==> src/rtl/axis_rr_arbiter_if.sv <==
// AXI4-Stream bundle used between the arbiter and the downstream byte FIFO.
// The master drives payload and valid; the slave returns ready.
interface my_axis_if #(
  parameter int DATA_W = 8,
  parameter int KEEP_W = (DATA_W + 7) / 8
);
  logic [DATA_W-1:0] tdata;
  logic [KEEP_W-1:0] tkeep;
  logic              tlast;
  logic              tvalid;
  logic              tready;

  modport master (output tdata, output tkeep, output tlast, output tvalid, input tready);
  modport slave  (input tdata, input tkeep, input tlast, input tvalid, output tready);
endinterface

==> src/rtl/axis_rr_arbiter.sv <==
// Packet-level round-robin arbiter merging N_IN AXI4-Stream sources onto one sink.
// A grant is held from the first beat through the accepted tlast beat.
//
// state   | meaning
// --------+-----------------------------------------------------------
// ST_IDLE | no grant; pick the next requester after last_ptr
// ST_PASS | granted stream passed through until its tlast handshake
module axis_rr_arbiter #(
  parameter int N_IN   = 2,
  parameter int DATA_W = 8,
  parameter int KEEP_W = (DATA_W + 7) / 8,
  parameter int CNT_W  = 16
) (
  input  logic                      Clk,
  input  logic                      Rst,
  input  logic [N_IN*DATA_W-1:0]    s_tdata,
  input  logic [N_IN*KEEP_W-1:0]    s_tkeep,
  input  logic [N_IN-1:0]           s_tlast,
  input  logic [N_IN-1:0]           s_tvalid,
  output logic [N_IN-1:0]           s_tready,
  my_axis_if.master                 m_axis,
  output logic [$clog2(N_IN)-1:0]   StatusGrant,
  output logic                      StatusBusy,
  output logic [CNT_W-1:0]          StatusPktCnt
);

  localparam int GRANT_W = $clog2(N_IN);

  localparam logic [0:0] ST_IDLE = 1'b0;
  localparam logic [0:0] ST_PASS = 1'b1;

  logic [0:0]         state;
  logic [GRANT_W-1:0] grant;
  logic [GRANT_W-1:0] last_ptr;
  logic [GRANT_W-1:0] next_grant;
  logic [GRANT_W-1:0] cand;
  logic               req_found;
  logic               pass_en;
  logic               pkt_done;

  // Search starts one past the last completed grant so every requester gets a turn.
  always_comb begin
    next_grant = '0;
    req_found  = 1'b0;
    cand       = '0;
    for (int k = 1; k <= N_IN; k++) begin
      cand = GRANT_W'((int'(last_ptr) + k) % N_IN);
      if (!req_found && s_tvalid[cand]) begin
        next_grant = cand;
        req_found  = 1'b1;
      end
    end
  end

  // Outputs are forced quiet while Rst is high so no beat can be lost to a reset edge.
  assign pass_en = (state == ST_PASS) && !Rst;

  always_comb begin
    m_axis.tdata  = '0;
    m_axis.tkeep  = '0;
    m_axis.tlast  = 1'b0;
    m_axis.tvalid = 1'b0;
    s_tready      = '0;
    if (pass_en) begin
      m_axis.tdata    = s_tdata[grant*DATA_W +: DATA_W];
      m_axis.tkeep    = s_tkeep[grant*KEEP_W +: KEEP_W];
      m_axis.tlast    = s_tlast[grant];
      m_axis.tvalid   = s_tvalid[grant];
      s_tready[grant] = m_axis.tready;
    end
  end

  assign pkt_done = pass_en && s_tvalid[grant] && s_tlast[grant] && m_axis.tready;

  always_ff @(posedge Clk) begin
    if (Rst) begin
      state        <= ST_IDLE;
      last_ptr     <= GRANT_W'(N_IN - 1);
      grant        <= '0;
      StatusPktCnt <= '0;
    end else if (state == ST_IDLE) begin
      if (req_found) begin
        grant <= next_grant;
        state <= ST_PASS;
      end
    end else begin
      if (pkt_done) begin
        last_ptr     <= grant;
        StatusPktCnt <= StatusPktCnt + 1'b1;
        state        <= ST_IDLE;
      end
    end
  end

  assign StatusGrant = grant;
  assign StatusBusy  = (state == ST_PASS);

endmodule

==> src/flat_wrapper.sv <==
// flat-port wrapper written by rule: the top's interface ports become plain ports
module axis_rr_arbiter_flat 
#(
  parameter int N_IN   = 2,
  parameter int DATA_W = 8,
  parameter int KEEP_W = (DATA_W + 7) / 8,
  parameter int CNT_W  = 16
)
  (Clk, Rst, s_tdata, s_tkeep, s_tlast, s_tvalid, s_tready, StatusGrant, StatusBusy, StatusPktCnt, m_axis_tdata, m_axis_tkeep, m_axis_tlast, m_axis_tvalid, m_axis_tready);
  my_axis_if #(.DATA_W(DATA_W), .KEEP_W(KEEP_W)) m_axis_i ();
  input  logic Clk;
  input  logic Rst;
  input  logic [N_IN*DATA_W-1:0] s_tdata;
  input  logic [N_IN*KEEP_W-1:0] s_tkeep;
  input  logic [N_IN-1:0] s_tlast;
  input  logic [N_IN-1:0] s_tvalid;
  output logic [N_IN-1:0] s_tready;
  output logic [$clog2(N_IN)-1:0] StatusGrant;
  output logic StatusBusy;
  output logic [CNT_W-1:0] StatusPktCnt;
  output wire logic [$bits(m_axis_i.tdata)-1:0] m_axis_tdata;
  output wire logic [$bits(m_axis_i.tkeep)-1:0] m_axis_tkeep;
  output wire logic [$bits(m_axis_i.tlast)-1:0] m_axis_tlast;
  output wire logic [$bits(m_axis_i.tvalid)-1:0] m_axis_tvalid;
  input wire logic [$bits(m_axis_i.tready)-1:0] m_axis_tready;
  assign m_axis_tdata = m_axis_i.tdata;
  assign m_axis_tkeep = m_axis_i.tkeep;
  assign m_axis_tlast = m_axis_i.tlast;
  assign m_axis_tvalid = m_axis_i.tvalid;
  assign m_axis_i.tready = m_axis_tready;
  axis_rr_arbiter #(.N_IN(N_IN), .DATA_W(DATA_W), .KEEP_W(KEEP_W), .CNT_W(CNT_W)) u_core (.Clk(Clk), .Rst(Rst), .s_tdata(s_tdata), .s_tkeep(s_tkeep), .s_tlast(s_tlast), .s_tvalid(s_tvalid), .s_tready(s_tready), .m_axis(m_axis_i), .StatusGrant(StatusGrant), .StatusBusy(StatusBusy), .StatusPktCnt(StatusPktCnt));
endmodule
==> config.mk <==
export PLATFORM = sky130hd
export DESIGN_NAME = axis_rr_arbiter_flat
export DESIGN_NICKNAME = d
export VERILOG_FILES = /design/src/rtl/axis_rr_arbiter_if.sv /design/src/rtl/axis_rr_arbiter.sv /design/src/flat_wrapper.sv
export SDC_FILE = /design/constraint.sdc
export NUM_CORES = 1
export LEC_CHECK = 0
export CAP_MARGIN = 25
export CORE_ASPECT_RATIO = 2
export CORE_MARGIN = 4
export CORE_UTILIZATION = 39
export DETAILED_ROUTE_END_ITERATION = 8
export GPL_ROUTABILITY_DRIVEN = 1
export PLACE_DENSITY = 0.79
export SYNTH_ARGS = -nofsm -noshare
export SYNTH_HDL_FRONTEND = slang
export SYNTH_SLANG_ARGS = --single-unit
==> constraint.sdc <==
create_clock -name Clk -period 2.46 [get_ports Clk]
set_input_delay 0.492 -clock Clk [delete_from_list [all_inputs] [get_ports Clk]]
set_output_delay 0.492 -clock Clk [all_outputs]
set_load 0.02 [all_outputs]
# Word-level counts from Yosys, hierarchy flattened
# Index checks and enable logic that the tools add are counted.
[classes]
n_bitwise = 2
n_reduce_logical = 10
mux = 22
shifts = 2
order_cmp = 4
add_sub_neg = 3
[op_table]
columns = ["cell", "n"]
rows = [
  ["1-bit two-way mux", 19],
  ["16-bit by 1-bit adder with 16-bit output, second input constant", 1],
  ["16-bit by 5-bit variable part select with 8-bit output", 1],
  ["8-bit two-way mux", 1],
  ["1-bit logical AND", 6],
  ["1-bit by 2-bit < comparator with 1-bit output, second input constant", 3],
  ["2-bit AND reduction", 2],
  ["1-bit adder, second input constant", 2],
  ["2-bit AND", 1],
  ["1-bit logical NOT", 2],
  ["2-bit two-way mux", 1],
  ["2-bit by 2-bit variable part select with 1-bit output", 1],
  ["1-bit demux with 1-bit select", 1],
  ["1-bit >= comparator, second input constant", 1],
  ["1-bit inverter", 1],
]
[word_totals]
in_bits = 25
word_cells = 47
output_inout_bits = 31
reg_bits = 19

# Longest topological paths before layout
[logic_depth]
ltp_word = 9
mapped_depth = 7
depth_no_buf = 5

# Least setup slack after synthesis
# No wires, ideal clock.
[synth_path]
path_type = "input to register"
from = "input port Rst"
to = "register u_core.StatusPktCnt[14]"
setup_slack_ns = 0.306
t_required_ns = 2.339
arrival_time_ns = 2.033
stages = 5
setup_ns = 0.121
n_path_buf = 1
cell_sequence = "nand3b_1 > or4_4 > buf_6 > nor4_1 > mux2_2"
[synth_via]
elab_chain_len = 6
[synth_rtl]
columns = ["item", "line_no", "text"]
rows = [
  ["start: declaration", "flat_wrapper.sv:12", "input logic Rst;"],
  ["1-bit logical NOT", "axis_rr_arbiter.sv:56", "assign pass_en = (state == ST_PASS) && !Rst;"],
  ["1-bit logical AND", "axis_rr_arbiter.sv:56", ""],
  ["1-bit logical AND (3 in series)", "axis_rr_arbiter.sv:73", "assign pkt_done = pass_en && s_tvalid[grant] && s_tlast[grant] && m_axis.tready;"],
  ["2-bit AND reduction (no line)", "n/a", ""],
  ["end signal: assignment", "axis_rr_arbiter.sv:89", "StatusPktCnt <= StatusPktCnt + 1'b1;"],
  ["end: declaration", "axis_rr_arbiter.sv:24", "output logic [CNT_W-1:0] StatusPktCnt"],
]
# Parallel ways exist; a longest one is shown, timed or not.
# A chain may end at the register's enable or synchronous reset.

# Worst setup path in the final report
# Same ends and word-level chain as after synthesis.

==> reports/results.ini <==
[run_status]
status=complete, no violations

[critical_path]
cp-start-kind=input port
worstSetupPathType=input port to register
reg2regPathDepth=4
critPathRequiredTime_ps=2620
rrSetupSlack_ps=360
arrival_ps=2500
end_kind=register
worstPathMaxFanout=18

[clock_network]
cts_buffers=3
clockBufferDepth=2
post-cts-setup-buffers=0
cts_tree=built
htree_levels=1
ctsRootBufferMaster=clkbuf_8
cts_hold_buf=0
clock_latency_ps=260
clock_sinks=19
clk_pin_slew_ps=70

[placed_design]
routabilityCongestion=0.8300
place_ws_ps=-143.8
port_buffers=55
hpwl_um=2639

[layout]
post_route_cells_drive_above_1_share_pct=8.333
diodes=0
utilization_pct=66.88
area_growth_pct=62.50
final_nets=219

[min_path]
hp-class=register to register
min_path_cells=2

[global_routing]
grt_max_degree=21
use_met3_pct=5.206
grt.total_usage_pct=19.71
gr-total-overflow=0
grt_first_pass_wirelength_um=5299
grt_busiest_layer=met2
grt_use_met1_pct=15.54
use_met2_pct=37.36
grt_pass1_vias=1294
antenna_found_initial=0

[timing]
rsz0062_at_grt=no
fin_crit_sh_pct=95.52
tightestPinTransition_ps=406.6
setup_viol=0
clock.fmax_ghz=0.4256
setup_slack_ps=110.3
slew_headroom_pct=72.64
report.final.slew_viol_count=0
finalHoldViolCount=0
period_needed_ps=2350
fin_setup_tns_ps=0
finClkSkew_ps=3.811

[logic_synthesis]
ys_async_sr_fraction_pct=0
ys_seq_area_share_pct=35.51
synth_fp_nets=157
syn_avg_cell_area_um2=8.176
ys_types=28
dominantRegCellSynth=dfxtp_1
synth_top_area_share_pct=35.51
post-synth-top-area-cell=dfxtp_1
synthCells=131
synth.area.top_cells=dfxtp_1, mux2i_1, or4_1
synth_area_um2=1071
ys_seq_elements=19
synth_edf_count=0
ys.warnings.count=0

[drt]
vias=1242
detail_route.wirelength_um=3342
ant_nets=0
drt_pass1_iterations=4
viasPerCell=5.645
wl_per_cell_um=15.19
drc_errors=0
drtIter0Drc=17

[power_and_ir_drop]
total_leakage_power_nw=0.7031
vdd_drop_max_uv=254.9
power.density_nw_per_um2=381.8
finalPower_w=0.0006645

[floorplan]
initial_core_util_pct=41.15
dieArea_um2=3699
std_cell_rows=26
die_w_um=45.06
coreArea_um2=2603
io_pins=56
fp.dieH_um=82.11

[flow_run]
maxCapViolCount=0

## layer usage
metal | wire, um | share of wire [%] | up-vias
met4 | 125 | 3.7 | 0
met1 | 1083 | 32 | 567
met3 | 274 | 8.2 | 9
met2 | 1858 | 56 | 63
li1 | - | - | 603
met5 | 0 | 0 | -
## synthesized netlist by cell type, drive strengths merged, types with 2 or more instances
master and number:
dfxtp 19, nor2 19, a21oi 12, mux2i 12, or4 11, o31ai 9
nand2 7, clkbuf 6, inv 4, nand3 4, nor3 3, o21ai 3
or3 3, buf 2, nand3b 2, nand4 2, nor4 2, xnor2 2
## critical path, cell delays in order
cell and delay, ps:
clkdlybuf4s50_1 440, nand3b_1 190, or4_4 670, nor4_1 350, mux2_2 370
## kinds of logic after synthesis
kind of cell	count (synthesis)	share of synthesized area, %
simple gates	57	28.51
compound gates	25	14.14
flops	19	35.51
buf+inv	13	5.957
mux	13	12.27
xor+xnor	3	2.454
fa+ha+maj	1	1.168
## final timing paths
path                                   startpoint                              endpoint
max reg2reg          u_core.StatusBusy$_SDFF_PP0_  u_core.StatusPktCnt[14]$_SDFFE_PP0P_
min reg2reg  u_core.StatusPktCnt[13]$_SDFFE_PP0P_  u_core.StatusPktCnt[13]$_SDFFE_PP0P_
min          u_core.StatusPktCnt[13]$_SDFFE_PP0P_  u_core.StatusPktCnt[13]$_SDFFE_PP0P_
max                                           Rst  u_core.StatusPktCnt[14]$_SDFFE_PP0P_
## cell type report
class                      instances  area (um^2)
fill                             230        862.1
timing repair buffer              65        631.9
multi-input combinational         99        629.4
sequential                        19        380.4
clock buffer                       4        45.04
tap                               28        35.03
inverter                           5        18.77
## per-stage QoR
stage | hold slack (ps) | cells | area [um^2]
after global routing | 524.2 | 220 | 1740
final | 510.1 | 220 | 1740
after CTS | 511.9 | 220 | 1725
after global placement | 473.9 | 216 | 1687
after floorplan | 508.2 | 131 | 1071
after detailed placement | 502.2 | 216 | 1687
## state kept, by name, summed over array words and instances (netlist names)
signal and count:
u_core.last_ptr 1, u_core.StatusGrant 1, u_core.StatusPktCnt 16, u_core.StatusBusy 1
## report_power, final
| group | total (W) | leakage, nW | internal [W] | switching, W |
|---|---|---|---|---|
| combinational | 0.000128 | 0.527 | 0.0000734 | 0.0000547 |
| clock | 0.000221 | 0.0228 | 0.000116 | 0.000105 |
| sequential | 0.000316 | 0.154 | 0.000311 | 0.00000498 |
| total | 0.000665 | 0.703 | 0.000500 | 0.000165 |
## cell usage in the layout (no fill, tap or decap), drive strengths merged, types with 3 or more instances in the layout
cell type and count:
or3 3, dlymetal6s2s 6, dfxtp 19, nor3 3, a21oi 12, mux2i 12
buf 10, or4 11, o21ai 3, inv 4, nand3 4, nor2 19
clkbuf 4, clkdlybuf4s50 42, dlygate4sd2 7, o31ai 9, nand2 7
## timing repair
action                                  4_1_cts  5_1_grt
endpoints found under the setup margin       13        6
resized for setup                             8        6
endpoints found under the hold margin         0        0
Note: power is estimated with default switching activity, not from simulation.
